[src/rtl/s713_harness_pkg.sv]
// Shared definitions for the s713 response-compaction harness.
// Holds the compactor state encoding, the default vector/signature/count
// widths and the MISR feedback polynomial (CRC-32 generator).
package s713_harness_pkg;

  typedef enum logic [1:0] {
    IDLE    = 2'd0,
    COMPACT = 2'd1,
    HOLD    = 2'd2
  } state_e;

  localparam int unsigned RESP_W_DEF = 23;
  localparam int unsigned SIG_W_DEF  = 32;
  localparam int unsigned CNT_W_DEF  = 16;

  localparam logic [31:0] POLY_DEF = 32'h04C11DB7;

endpackage : s713_harness_pkg

[src/rtl/s713_resp_misr_step.sv]
// misr_step: one combinational MISR update.
//   i_misr  current signature
//   i_resp  response vector, zero-extended into the low bits
//   o_next  next signature = shift-left with POLY feedback, XOR response
// Pure GF(2) arithmetic; no state, no carries.
module misr_step #(
  parameter int unsigned          RESP_W = 23,
  parameter int unsigned          SIG_W  = 32,
  parameter logic [SIG_W-1:0]     POLY   = 32'h04C11DB7
) (
  input  logic [SIG_W-1:0]  i_misr,
  input  logic [RESP_W-1:0] i_resp,
  output logic [SIG_W-1:0]  o_next
);

  logic [SIG_W-1:0] w_shift;
  logic [SIG_W-1:0] w_fb;
  logic [SIG_W-1:0] w_resp_ext;

  assign w_shift    = {i_misr[SIG_W-2:0], 1'b0};
  // Feedback taps apply only when the bit shifted out is set.
  assign w_fb       = i_misr[SIG_W-1] ? POLY : {SIG_W{1'b0}};
  assign w_resp_ext = {{(SIG_W-RESP_W){1'b0}}, i_resp};
  assign o_next     = w_shift ^ w_fb ^ w_resp_ext;

endmodule : misr_step

[src/rtl/s713_resp_misr.sv]
// s713_resp_misr: compacts the 23 s713 primary outputs into a 32-bit MISR
// signature over a programmed number of accepted vectors, then offers the
// signature on a valid/ready handshake.
// Ports:
//   CK          clock, rising edge
//   RST         synchronous active-high reset; aborts any run
//   start       begin a run (IDLE only)
//   num_cycles  vectors to compact, sampled with start
//   seed        initial signature, sampled with start
//   resp_in     s713 output vector
//   resp_valid  resp_in is to be compacted this cycle
//   busy        run in progress (COMPACT or HOLD)
//   sig_out     signature, stable while sig_valid
//   sig_valid   signature available
//   sig_ready   consumer takes the signature
//   cnt_out     vectors accepted in the current/last run
module s713_resp_misr
  import s713_harness_pkg::*;
#(
  parameter int unsigned      RESP_W = RESP_W_DEF,
  parameter int unsigned      SIG_W  = SIG_W_DEF,
  parameter int unsigned      CNT_W  = CNT_W_DEF,
  parameter logic [SIG_W-1:0] POLY   = POLY_DEF
) (
  input  logic              CK,
  input  logic              RST,
  input  logic              start,
  input  logic [CNT_W-1:0]  num_cycles,
  input  logic [SIG_W-1:0]  seed,
  input  logic [RESP_W-1:0] resp_in,
  input  logic              resp_valid,
  output logic              busy,
  output logic [SIG_W-1:0]  sig_out,
  output logic              sig_valid,
  input  logic              sig_ready,
  output logic [CNT_W-1:0]  cnt_out
);

  state_e           r_state;
  logic [SIG_W-1:0] r_misr;
  logic [CNT_W-1:0] r_count;
  logic [CNT_W-1:0] r_target;
  logic             r_busy;
  logic             r_sig_valid;

  state_e           w_state_nxt;
  logic [SIG_W-1:0] w_misr_nxt;
  logic [CNT_W-1:0] w_count_nxt;
  logic [CNT_W-1:0] w_target_nxt;
  logic [SIG_W-1:0] w_misr_step;
  logic [CNT_W-1:0] w_count_inc;

  misr_step #(
    .RESP_W (RESP_W),
    .SIG_W  (SIG_W),
    .POLY   (POLY)
  ) u_step (
    .i_misr (r_misr),
    .i_resp (resp_in),
    .o_next (w_misr_step)
  );

  assign w_count_inc = r_count + {{(CNT_W-1){1'b0}}, 1'b1};

  // Next-state, next-signature and counter decode.
  always_comb begin
    w_state_nxt  = r_state;
    w_misr_nxt   = r_misr;
    w_count_nxt  = r_count;
    w_target_nxt = r_target;
    case (r_state)
      IDLE: begin
        if (start) begin
          w_misr_nxt   = seed;
          w_count_nxt  = {CNT_W{1'b0}};
          w_target_nxt = num_cycles;
          // A zero-length run presents the seed itself as the signature.
          if (num_cycles == {CNT_W{1'b0}}) begin
            w_state_nxt = HOLD;
          end else begin
            w_state_nxt = COMPACT;
          end
        end else begin
          w_state_nxt = IDLE;
        end
      end
      COMPACT: begin
        if (resp_valid) begin
          w_misr_nxt  = w_misr_step;
          w_count_nxt = w_count_inc;
          // The last vector still folds in; the signature is ready next cycle.
          if (w_count_inc == r_target) begin
            w_state_nxt = HOLD;
          end else begin
            w_state_nxt = COMPACT;
          end
        end else begin
          w_state_nxt = COMPACT;
        end
      end
      HOLD: begin
        if (sig_ready) begin
          w_state_nxt = IDLE;
        end else begin
          w_state_nxt = HOLD;
        end
      end
      default: begin
        w_state_nxt = IDLE;
      end
    endcase
  end

  // State, signature, counter and registered status flags.
  always_ff @(posedge CK) begin
    if (RST) begin
      r_state     <= IDLE;
      r_misr      <= {SIG_W{1'b0}};
      r_count     <= {CNT_W{1'b0}};
      r_target    <= {CNT_W{1'b0}};
      r_busy      <= 1'b0;
      r_sig_valid <= 1'b0;
    end else begin
      r_state     <= w_state_nxt;
      r_misr      <= w_misr_nxt;
      r_count     <= w_count_nxt;
      r_target    <= w_target_nxt;
      r_busy      <= (w_state_nxt != IDLE);
      r_sig_valid <= (w_state_nxt == HOLD);
    end
  end

  assign busy      = r_busy;
  assign sig_valid = r_sig_valid;
  assign sig_out   = r_misr;
  assign cnt_out   = r_count;

endmodule : s713_resp_misr

[config.mk]
export PLATFORM = sky130hd
export DESIGN_NAME = s713_resp_misr
export DESIGN_NICKNAME = d
export VERILOG_FILES = /design/src/rtl/s713_harness_pkg.sv /design/src/rtl/s713_resp_misr_step.sv /design/src/rtl/s713_resp_misr.sv
export SDC_FILE = /design/constraint.sdc
export NUM_CORES = 1
export LEC_CHECK = 0
export ABC_CLOCK_PERIOD_IN_PS = 2210
export BUFFER_PORTS_ARGS = -buffer_cell sky130_fd_sc_hd__buf_2
export CORE_MARGIN = 8
export CORE_UTILIZATION = 46
export CTS_CLUSTER_DIAMETER = 100
export CTS_CLUSTER_SIZE = 16
export DETAILED_ROUTE_END_ITERATION = 8
export PLACE_DENSITY = 0.76
export SKIP_CTS_REPAIR_TIMING = 1
export SYNTH_ARGS = -nofsm -noshare
export SYNTH_HDL_FRONTEND = slang
export SYNTH_SLANG_ARGS = --single-unit
export TNS_END_PERCENT = 30
[constraint.sdc]
create_clock -name CK -period 2.21 [get_ports CK]
set_clock_uncertainty 0.15 [all_clocks]
set_input_delay 0.221 -clock CK [delete_from_list [all_inputs] [get_ports CK]]
set_output_delay 0.221 -clock CK [all_outputs]
set_load 0.05 [all_outputs]
==> run metrics <==
run status=finished, violations left; failing checks=negative hold slack; Netlist Area Pre-Place=slightly below 4000 um2; CP cell instances=nand4_4 > nor4_4 > xnor2_1 > a2111oi_4 > nand4_1 > a21oi_1; dpl hpwl=8480 um; YS warnings=0; Boundary Pins=126; DRT Pass-1 Iters=5; Seq/Total Area, Yosys=a little over a third; CP bufs+invs=0; grt ovf=0; worst reg2reg endpoint=r_state[1]$_SDFF_PP0_; DRT Wirelength=between 10000 and 15000 um; delay-heaviest family, CP=simple AND/OR/NAND/NOR gates; cell taking the most area after synthesis=dfxtp_1; crit path max fanout=9; clk_lat worst skew=0.35 ns; dpl cell area=~4600 um2; CTS root buffer=clkbuf_8; crit path max-delay cell type=dfxtp_2; clock-pin slew on the worst setup and hold paths=roughly 0.08 ns; Top Metal Used=met4; Max Slew Vio Count=0; Leak=2.09 nW; Layout area overhead=29.7%; Via-to-Cell Ratio=between 5 and 6; commonest non-fill, non-tap cell in the layout=buf_2; Tightest Pin Transition=0.689 ns; Total GRT Usage=about a fifth; Final Cell Area=a little over 5000 um2; CP Capture Type=flop; Synth cell types=56; fraction of layout instances using a drive strength above 1=a little under a third; worst hold path stage count=3; Post-synth EDFFs=0; cts bufs inserted=9; RSZ-0062 raised after global routing=true; hold_ws=-0.0241 ns; CP Class=reg -> reg; ys async rst share=0%; Via Count=~4100; die width=approximately 110 um; Tmin final=roughly 2.1 ns; met3 WL post-DR=just under 800 um; top cells by area, synth=dfxtp_1 35%, nand2_1 8.5%, xnor2_1 8.1%; most frequent cells in the layout=125 x buf_2, 87 x nand2_1, 55 x dfxtp_1; final setup margin=between 0.1 and 0.15 ns; CP required=roughly 2.3 ns; Rows=33; fmax=0.476 GHz; htree depth=3; max-cap viol count=0; CP startpoint kind=flop; syn_nets=between 500 and 600; pre-CTS WS=approximately 0.014 ns; Slew HR=54.0%; routed len/inst=16.4 um; initial antenna violation count=0; PwrDens=~660 nW/um2; Mapped Cells=approximately 490; Util after Layout=between 60% and 70%; initial core utilization=between 40% and 50%; period utilization=95.1%; core footprint=between 8000 and 9000 um2; die area=between 10000 and 15000 um2; Layout Nets=roughly 700; Final Hold Violating Endpoints=7; largest net degree at the start of global routing=52; vias in the first global route=between 3000 and 4000; main flop type after synthesis=dfxtp_1; HP Start=num_cycles[5]; Max VDD drop=just over 0.4 mV; Post-Syn Area per Cell=roughly 7.9 um2; global-route wire length before repair=roughly 18000 um; DIE HEIGHT=about 110 um; post-synthesis register bit count=~70; R2R Setup Slk=around 0.11 ns; ANT cells=0; Yosys top cell area share=around a third; # DRC=0; total negative slack=0 ns; Critical Path AT=around 2.2 ns; PortBufs=about 130; initial DRC count=~260; Finish-stage setup viols=0; Final GP Congestion=around 0.9; CTS tree=built; Routed met2 length=5910 um; CTS Sinks=68; worst r2r src=cnt_out[6]$_SDFFE_PP0P_; antenna viol nets, final=0; M1 wire length=between 4000 and 5000 um; WHS Endpoint=r_target[5]$_SDFFE_PP0P_; CP max stage delay=between 0.4 and 0.5 ns; Max clock buf depth=2; Hold WC Path Type=in -> reg; Reg2Reg Depth=6
-- synth_stat cells (2+ instances only) --
library cell	count
buf_1	6
nor3_1	17
o22ai_1	3
a211oi_1	12
nand2_1	88
nand2b_1	6
xnor2_1	36
nor3b_1	3
inv_1	3
and4_1	3
a311oi_1	8
o211ai_1	15
o21bai_1	2
nor4b_1	2
mux2i_1	2
dfxtp_1	68
or3_1	3
o21ai_0	12
nor4_1	8
nand3_1	8
xor3_1	2
and2_1	2
a21oi_1	48
clkbuf_1	20
buf_2	3
a31oi_1	2
nor2_1	50
nand4_1	6
buf_4	6
xor2_1	17
nor2b_1	2
clkbuf_8	4
-- report_power, final --
| part | leakage, nW | switching (W) | internal (W) |
|---|---|---|---|
| Sequential | 0.566 | 0.0000731 | 0.00130 |
| Clock | 0.103 | 0.000526 | 0.000550 |
| Combinational | 1.42 | 0.000540 | 0.000318 |
| Total | 2.09 | 0.00114 | 0.00217 |
-- cell families (layout without fill, tap and decap cells) --
family | after synthesis | count (layout) | share of synthesized area, %
mux | 3 | 3 | 0.804
fa+ha+maj | 1 | 1 | 0.322
simple gates | 212 | 212 | 26.6
buf+inv | 43 | 178 | 6.05
flops | 68 | 68 | 35.0
xor+xnor | 55 | 55 | 13.2
compound gates | 109 | 109 | 18.1
-- through the flow --
step / instances / power (W)
after floorplan: 491 / 0.00200
after global placement: 698 / 0.00222
after detailed placement: 698 / 0.00224
after CTS: 714 / 0.00331
after global routing: 731 / 0.00347
final: 731 / 0.00331
-- worst reg2reg max path, cell delays in order (launching register included) --
cell       delay (ns)
dfxtp_2          0.45
nand4_4          0.18
nor4_4           0.38
xnor2_1          0.15
a2111oi_4        0.38
nand4_1          0.17
a21oi_1          0.17
-- state kept, by name, indices dropped and copies added (netlist names) --
| register | flops |
|---|---|
| sig_out | 32 |
| cnt_out | 16 |
| r_target | 16 |
| r_state | 2 |
| busy | 1 |
| sig_valid | 1 |
-- layout make-up --
cell class	count	area (um2)
multi-input cells	380	2360
flip-flops and latches	68	1390
repair buffers	159	936
well taps	105	131
clock inverters	5	37.5
clock buffers	11	174
fillers	767	3170
inverters	3	11.3
-- worst max path at each step --
stage | from | endpoint | cells past startpoint
after floorplan | cnt_out[5]$_SDFFE_PP0P_ | r_state[0]$_SDFF_PP0_ | 8
after global placement | cnt_out[0]$_SDFFE_PP0P_ | r_state[0]$_SDFF_PP0_ | 6
after detailed placement | cnt_out[0]$_SDFFE_PP0P_ | sig_valid$_SDFF_PP0_ | 7
after CTS | cnt_out[0]$_SDFFE_PP0P_ | sig_valid$_SDFF_PP0_ | 7
after global routing | cnt_out[6]$_SDFFE_PP0P_ | r_state[1]$_SDFF_PP0_ | 6
final | cnt_out[6]$_SDFFE_PP0P_ | r_state[1]$_SDFF_PP0_ | 6
-- metal layers --
layer	vias up	GRT usage, %
met5	-	0
met4	0	8.42
met3	23	3.09
met2	154	31.1
met1	1897	25.1
li1	1984	-
No activity file was read; power rests on OpenSTA's default activity.
